**config.mk**
```make
export PLATFORM = sky130hd
export DESIGN_NAME = gf180mcu_ht_io_fix__pwr_seq
export DESIGN_NICKNAME = d
export VERILOG_FILES = /design/src/rtl/gf180mcu_ht_io_fix__pwr_seq.sv
export SDC_FILE = /design/constraint.sdc
export NUM_CORES = 1
export LEC_CHECK = 0
export BUFFER_PORTS_ARGS = -buffer_cell sky130_fd_sc_hd__buf_4
export CAP_MARGIN = 5
export CELL_PAD_IN_SITES_DETAIL_PLACEMENT = 0
export CELL_PAD_IN_SITES_GLOBAL_PLACEMENT = 2
export CORE_MARGIN = 1
export CORE_UTILIZATION = 35
export CTS_CLUSTER_DIAMETER = 60
export DETAILED_ROUTE_END_ITERATION = 6
export GPL_TIMING_DRIVEN = 1
export PLACE_DENSITY_LB_ADDON = 0.08
export SLEW_MARGIN = 20
export SYNTH_ARGS = -nofsm -noshare
export SYNTH_HDL_FRONTEND = slang
export SYNTH_SLANG_ARGS = --single-unit
```
**constraint.sdc**
```tcl
create_clock -name clk_i -period 4.3 [get_ports clk_i]
set_input_delay 0.86 -clock clk_i [delete_from_list [all_inputs] [get_ports clk_i]]
set_output_delay 0.86 -clock clk_i [all_outputs]
set_load 0.05 [all_outputs]
```
**src/rtl/gf180mcu_ht_io_fix__pwr_seq.sv**
```systemverilog
// IO-ring power sequencer: enables supply segments in index order behind debounced
// power-good, shuts down in reverse order, and latches a fault on power-good loss or timeout.
module gf180mcu_ht_io_fix__pwr_seq #(
  parameter int unsigned NSEG     = 4,
  parameter int unsigned SETTLE_W = 8,
  parameter int unsigned DEB      = 3,
  parameter int unsigned TMO      = 255,
  localparam int unsigned IDX_W   = (NSEG > 1) ? $clog2(NSEG) : 1
) (
  input  logic                clk_i,
  input  logic                rst_ni,
  input  logic                en_i,
  input  logic [NSEG-1:0]     pgood_i,
  input  logic [SETTLE_W-1:0] settle_i,
  output logic [NSEG-1:0]     seg_en_o,
  output logic                all_good_o,
  output logic                fault_o,
  output logic [IDX_W-1:0]    fault_seg_o,
  output logic [2:0]          state_o
);

  localparam int unsigned TMO_W = (TMO > 0) ? $clog2(TMO + 1) : 1;
  localparam int unsigned DEB_W = $clog2(DEB + 1);

  typedef enum logic [2:0] {
    S_OFF    = 3'd0,
    S_RAMP   = 3'd1,
    S_SETTLE = 3'd2,
    S_ON     = 3'd3,
    S_DOWN   = 3'd4,
    S_FAULT  = 3'd5
  } state_e;

  state_e              state_q;
  logic [IDX_W-1:0]    idx_q;
  logic [NSEG-1:0]     seg_en_q;
  logic [TMO_W-1:0]    tmo_q;
  logic [SETTLE_W-1:0] cnt_q;
  logic                all_good_q;
  logic                fault_q;
  logic [IDX_W-1:0]    fault_seg_q;

  logic [NSEG-1:0]     sync1_q;
  logic [NSEG-1:0]     sync2_q;
  logic [DEB_W-1:0]    deb_q [NSEG];
  logic [DEB_W-1:0]    deb_d [NSEG];
  logic [NSEG-1:0]     pg_ok;

  logic [NSEG-1:0]     fail_mask;
  logic                any_fail;
  logic [IDX_W-1:0]    fail_idx;
  logic [IDX_W-1:0]    top_idx;

  // Two-flop synchroniser for the asynchronous pad-ring power-good straps
  always_ff @(posedge clk_i or negedge rst_ni) begin
    if (!rst_ni) begin
      sync1_q <= '0;
      sync2_q <= '0;
    end else begin
      sync1_q <= pgood_i;
      sync2_q <= sync1_q;
    end
  end

  // Debounce: saturating run-length of synced-high cycles; a low cycle clears at once
  always_comb begin
    pg_ok = '0;
    for (int unsigned k = 0; k < NSEG; k++) begin
      deb_d[k] = deb_q[k];
      if (!sync2_q[k]) begin
        deb_d[k] = '0;
      end else if (deb_q[k] != DEB_W'(DEB)) begin
        deb_d[k] = deb_q[k] + DEB_W'(1);
      end
      pg_ok[k] = sync2_q[k] && (deb_q[k] == DEB_W'(DEB));
    end
  end

  always_ff @(posedge clk_i or negedge rst_ni) begin
    if (!rst_ni) begin
      for (int unsigned k = 0; k < NSEG; k++) begin
        deb_q[k] <= '0;
      end
    end else begin
      for (int unsigned k = 0; k < NSEG; k++) begin
        deb_q[k] <= deb_d[k];
      end
    end
  end

  // Lowest enabled segment that has lost power-good, and highest enabled segment
  always_comb begin
    fail_mask = seg_en_q & ~pg_ok;
    any_fail  = |fail_mask;
    fail_idx  = '0;
    for (int j = int'(NSEG) - 1; j >= 0; j--) begin
      if (fail_mask[j]) begin
        fail_idx = IDX_W'(j);
      end
    end
    top_idx = '0;
    for (int j = 0; j < int'(NSEG); j++) begin
      if (seg_en_q[j]) begin
        top_idx = IDX_W'(j);
      end
    end
  end

  always_ff @(posedge clk_i or negedge rst_ni) begin
    if (!rst_ni) begin
      state_q     <= S_OFF;
      idx_q       <= '0;
      seg_en_q    <= '0;
      tmo_q       <= '0;
      cnt_q       <= '0;
      all_good_q  <= 1'b0;
      fault_q     <= 1'b0;
      fault_seg_q <= '0;
    end else begin
      case (state_q)
        S_OFF: begin
          if (en_i) begin
            idx_q    <= '0;
            seg_en_q <= NSEG'(1);
            tmo_q    <= '0;
            state_q  <= S_RAMP;
          end
        end

        S_RAMP: begin
          if (!en_i) begin
            cnt_q   <= '0;
            state_q <= S_DOWN;
          end else if (pg_ok[idx_q]) begin
            cnt_q   <= settle_i;
            state_q <= S_SETTLE;
          end else if (tmo_q == TMO_W'(TMO)) begin
            fault_q     <= 1'b1;
            fault_seg_q <= idx_q;
            seg_en_q    <= '0;
            state_q     <= S_FAULT;
          end else begin
            tmo_q <= tmo_q + TMO_W'(1);
          end
        end

        S_SETTLE: begin
          if (!en_i) begin
            cnt_q   <= '0;
            state_q <= S_DOWN;
          end else if (any_fail) begin
            fault_q     <= 1'b1;
            fault_seg_q <= fail_idx;
            seg_en_q    <= '0;
            state_q     <= S_FAULT;
          end else if (cnt_q != '0) begin
            cnt_q <= cnt_q - SETTLE_W'(1);
          end else if (idx_q == IDX_W'(NSEG - 1)) begin
            all_good_q <= 1'b1;
            state_q    <= S_ON;
          end else begin
            idx_q    <= idx_q + IDX_W'(1);
            seg_en_q <= seg_en_q | (NSEG'(2) << idx_q);
            tmo_q    <= '0;
            state_q  <= S_RAMP;
          end
        end

        // A power-good loss outranks a shutdown request here
        S_ON: begin
          if (any_fail) begin
            all_good_q  <= 1'b0;
            fault_q     <= 1'b1;
            fault_seg_q <= fail_idx;
            seg_en_q    <= '0;
            state_q     <= S_FAULT;
          end else if (!en_i) begin
            all_good_q <= 1'b0;
            cnt_q      <= '0;
            state_q    <= S_DOWN;
          end
        end

        // Peel off the highest segment, wait SETTLE, repeat; EN and power-good are ignored
        S_DOWN: begin
          if (cnt_q != '0) begin
            cnt_q <= cnt_q - SETTLE_W'(1);
          end else if (|seg_en_q) begin
            seg_en_q <= seg_en_q & ~(NSEG'(1) << top_idx);
            cnt_q    <= settle_i;
          end else begin
            state_q <= S_OFF;
          end
        end

        S_FAULT: begin
          if (!en_i) begin
            fault_q <= 1'b0;
            state_q <= S_OFF;
          end
        end

        default: begin
          seg_en_q   <= '0;
          all_good_q <= 1'b0;
          state_q    <= S_OFF;
        end
      endcase
    end
  end

  assign seg_en_o    = seg_en_q;
  assign all_good_o  = all_good_q;
  assign fault_o     = fault_q;
  assign fault_seg_o = fault_seg_q;
  assign state_o     = state_q;

endmodule

```
==> results.ini <==
[clock_network]
post_cts_buffers = 0
hold_buffers = 0
clockBufferDepth = 2
cts-resized-gates = 0
clock-sinks = 45
cts_root_buf = clkbuf_8
clk_pin_slew_ns = 0.09
numCtsBuffers = 5
cts_tree = done
cts_max_level = 2
clkLatencyLatePin_ns = 0.30

[sta]
worstMarginPinSlew_ns = 1.008
hold_violations = 0
final.period_utilization_pct = 62.32
skew_ns = 0.007786
tns_ns = 0
setup_viol = 0
slew_violations = 0
rsz0062_at_grt = no
fin_crit_ns = 2.680
max_freq_mhz = 373.1
slew_headroom_pct = 32.53

[synth]
synth_most_common_cell = dfrtp_1
synth_nets = 302
synth_compound_gate_area_share_pct = 24.64
avgSynthCellArea_um2 = 9.402
synth-adder-area-share_pct = 5.304
netlist_area_mm2 = 0.002595
ys_ff_latch = 45
yosys_warnings = 0
yosysTopAreaCell = dfrtp_1
synth_top_family_by_area = compound AO/OA/AOI/OAI gates
synth_commonest_cells = dfrtp_1 (45), o21ai_0 (28), nand2_1 (25)
synthTopCellsByArea = dfrtp_1 (43%), o21ai_0 (5.4%), ha_1 (5.3%)
synth-xor-area-share_pct = 1.688
yosysUniqueCellTypes = 50
synth_ff_type = dfrtp_1
synth_edf_count = 0
synth_top_area_share_pct = 43.39
synth_cells = 276
ys_seq_area_share_pct = 43.39
synthMuxAreaShare_pct = 2.555
synth-simple-area-share_pct = 19.53
synthArstFlopShare_pct = 100.0

[global_route]
grt_start_max_net_pins = 46
antenna_found_initial = 0
grt_pass1_vias = 2073
grt_overflow = 0
grtUsageTotal_pct = 17.80
grt_pass1_wl_um = 10540

[layout]
diodes = 0
utilization_pct = 41.05
drive_gt1_share_pct = 14.33
register_area_mm2 = 0.001126
area_growth_pct = 14.13
fill_cells = 763
multi_input_area_mm2 = 0.001395
postLayoutCellArea_mm2 = 0.002962
finalNetCount = 325

[detailed_routing]
dr.first_iter.drc_count = 118
vias_per_cell = 5.514
drt-wirelength-per-cell_um = 15.85
routed_wl_um = 6323
vias = 2200
drc = 0
drtPass1Iterations = 4
ant_nets = 0

[outcome]
status = complete, no violations

[critical_path]
critPathLaunch = deb_q[2]
r2r_slack_ns = 1.62
cp.required_ns = 4.46
crit_type = flip-flop to flip-flop
arrival_ns = 2.84
reg2reg_depth = 7
reg2reg_from = deb_q[2]
cp_max_fo = 16
cp-start-kind = flip-flop
endpoint_kind = flip-flop

[floorplan]
dieHeight_um = 88.11
io_pins = 26
rows = 31
die_area_mm2 = 0.007762
start_util_pct = 35.97
die_x_um = 88.11
core_mm2 = 0.007214

[placement]
io_buffers = 25
dpl.hpwl_um = 4513
post_dp_cell_area_mm2 = 0.002874
gp_congestion = 0.8235

[flow_run]
cap_violations = 0

[power_and_ir_drop]
irDropWorstVdd_mv = 0.1921
leakagePower_uw = 0.001228
power_density_mw_per_mm2 = 556.9

[hold_path]
hold_depth = 0
hp-start = sync1_q[0]
hp-class = flip-flop to flip-flop

==> cells in the final DEF, fill, tap and decap left out, drive strengths merged, types with 3 or more instances in the layout <==
cell	synthesis	final
ha	11	11
nor2	17	17
inv	11	11
dfrtp	45	45
nand3	15	15
a31oi	4	4
mux2i	4	4
nor2b	8	8
o31ai	4	4
nand2b	4	4
nand2	26	26
a32o	3	3
o21ai	29	29
a32oi	6	6
a21o	4	4
nor3	9	9
clkbuf	9	6
and3	3	3
a21boi	5	5
xnor2	4	4
o41ai	3	3
and2	6	6
o22ai	3	3
a21oi	16	16
buf	0	25
a211oi	3	3
==> through the flow <==
stage	hold WS [ns]	std cells	power, uW	worst slack (ns)
final	0.3555	399	1649	1.620
after global placement	0.3326	391	1401	1.594
after CTS	0.3596	399	1671	1.632
after global routing	0.3610	399	1781	1.330
after detailed placement	0.3389	391	1398	1.640
after floorplan	0.3312	276	1183	1.796
==> per-layer routing <==
| metal | GRT usage, % | vias up | share of wire (%) |
|---|---|---|---|
| met1 | 24.44 | 1080 | 49 |
| met4 | 4.839 | 0 | 0.71 |
| li1 | - | 1071 | - |
| met2 | 29.03 | 45 | 47 |
| met3 | 3.016 | 4 | 3.4 |
| met5 | 0 | - | 0 |
==> where the power goes <==
group / switching [uW] / leakage (uW) / internal [uW]
sequential: 112 / 0.000578 / 510
clock: 152 / 0.0000374 / 115
combinational: 487 / 0.000613 / 273
total: 751 / 0.00123 / 898
==> registers in the layout (all words and copies together) (netlist names), 3 cells and up <==
signal    flops
cnt_q         8
seg_en_o      4
sync2_q       4
state_o       3
deb_q         8
tmo_q         8
sync1_q       4
==> layout make-up <==
class,instances,share of cell area [%]
sequential,45,38.02
clock buffer,6,2.450
inverter,11,1.394
multi-input combinational,211,47.11
tap,99,4.183
timing repair buffer,25,6.337
clock inverter,2,0.5070
==> cells by family (layout without fill, tap and decap cells) <==
group,after synthesis,after routing
DFF,45,45
buffers and inverters,20,44
muxes,5,5
and+or+nand+nor,98,98
adders and majority gates,11,11
xor gates and xnor gates,5,5
AOI/OAI and AO/OA,92,92
==> worst max-delay path, cell delays in order (launching register included) <==
cell,delay [ns]
dfrtp_1,0.39
ha_1,0.27
nand2_1,0.10
mux4_1,0.66
nor2_1,0.23
o211ai_1,0.43
a221oi_1,0.38
a21oi_1,0.07
==> final timing paths <==
| path | to |
|---|---|
| worst min-delay path | sync2_q[0] |
| max in group asynchronous | state_o[1] |
| worst min register to register | sync2_q[0] |
| min in group asynchronous | sync2_q[3] |
| worst max register to register | cnt_q[0] |
| worst max-delay path | cnt_q[0] |
(Power assumes the default switching activity.)
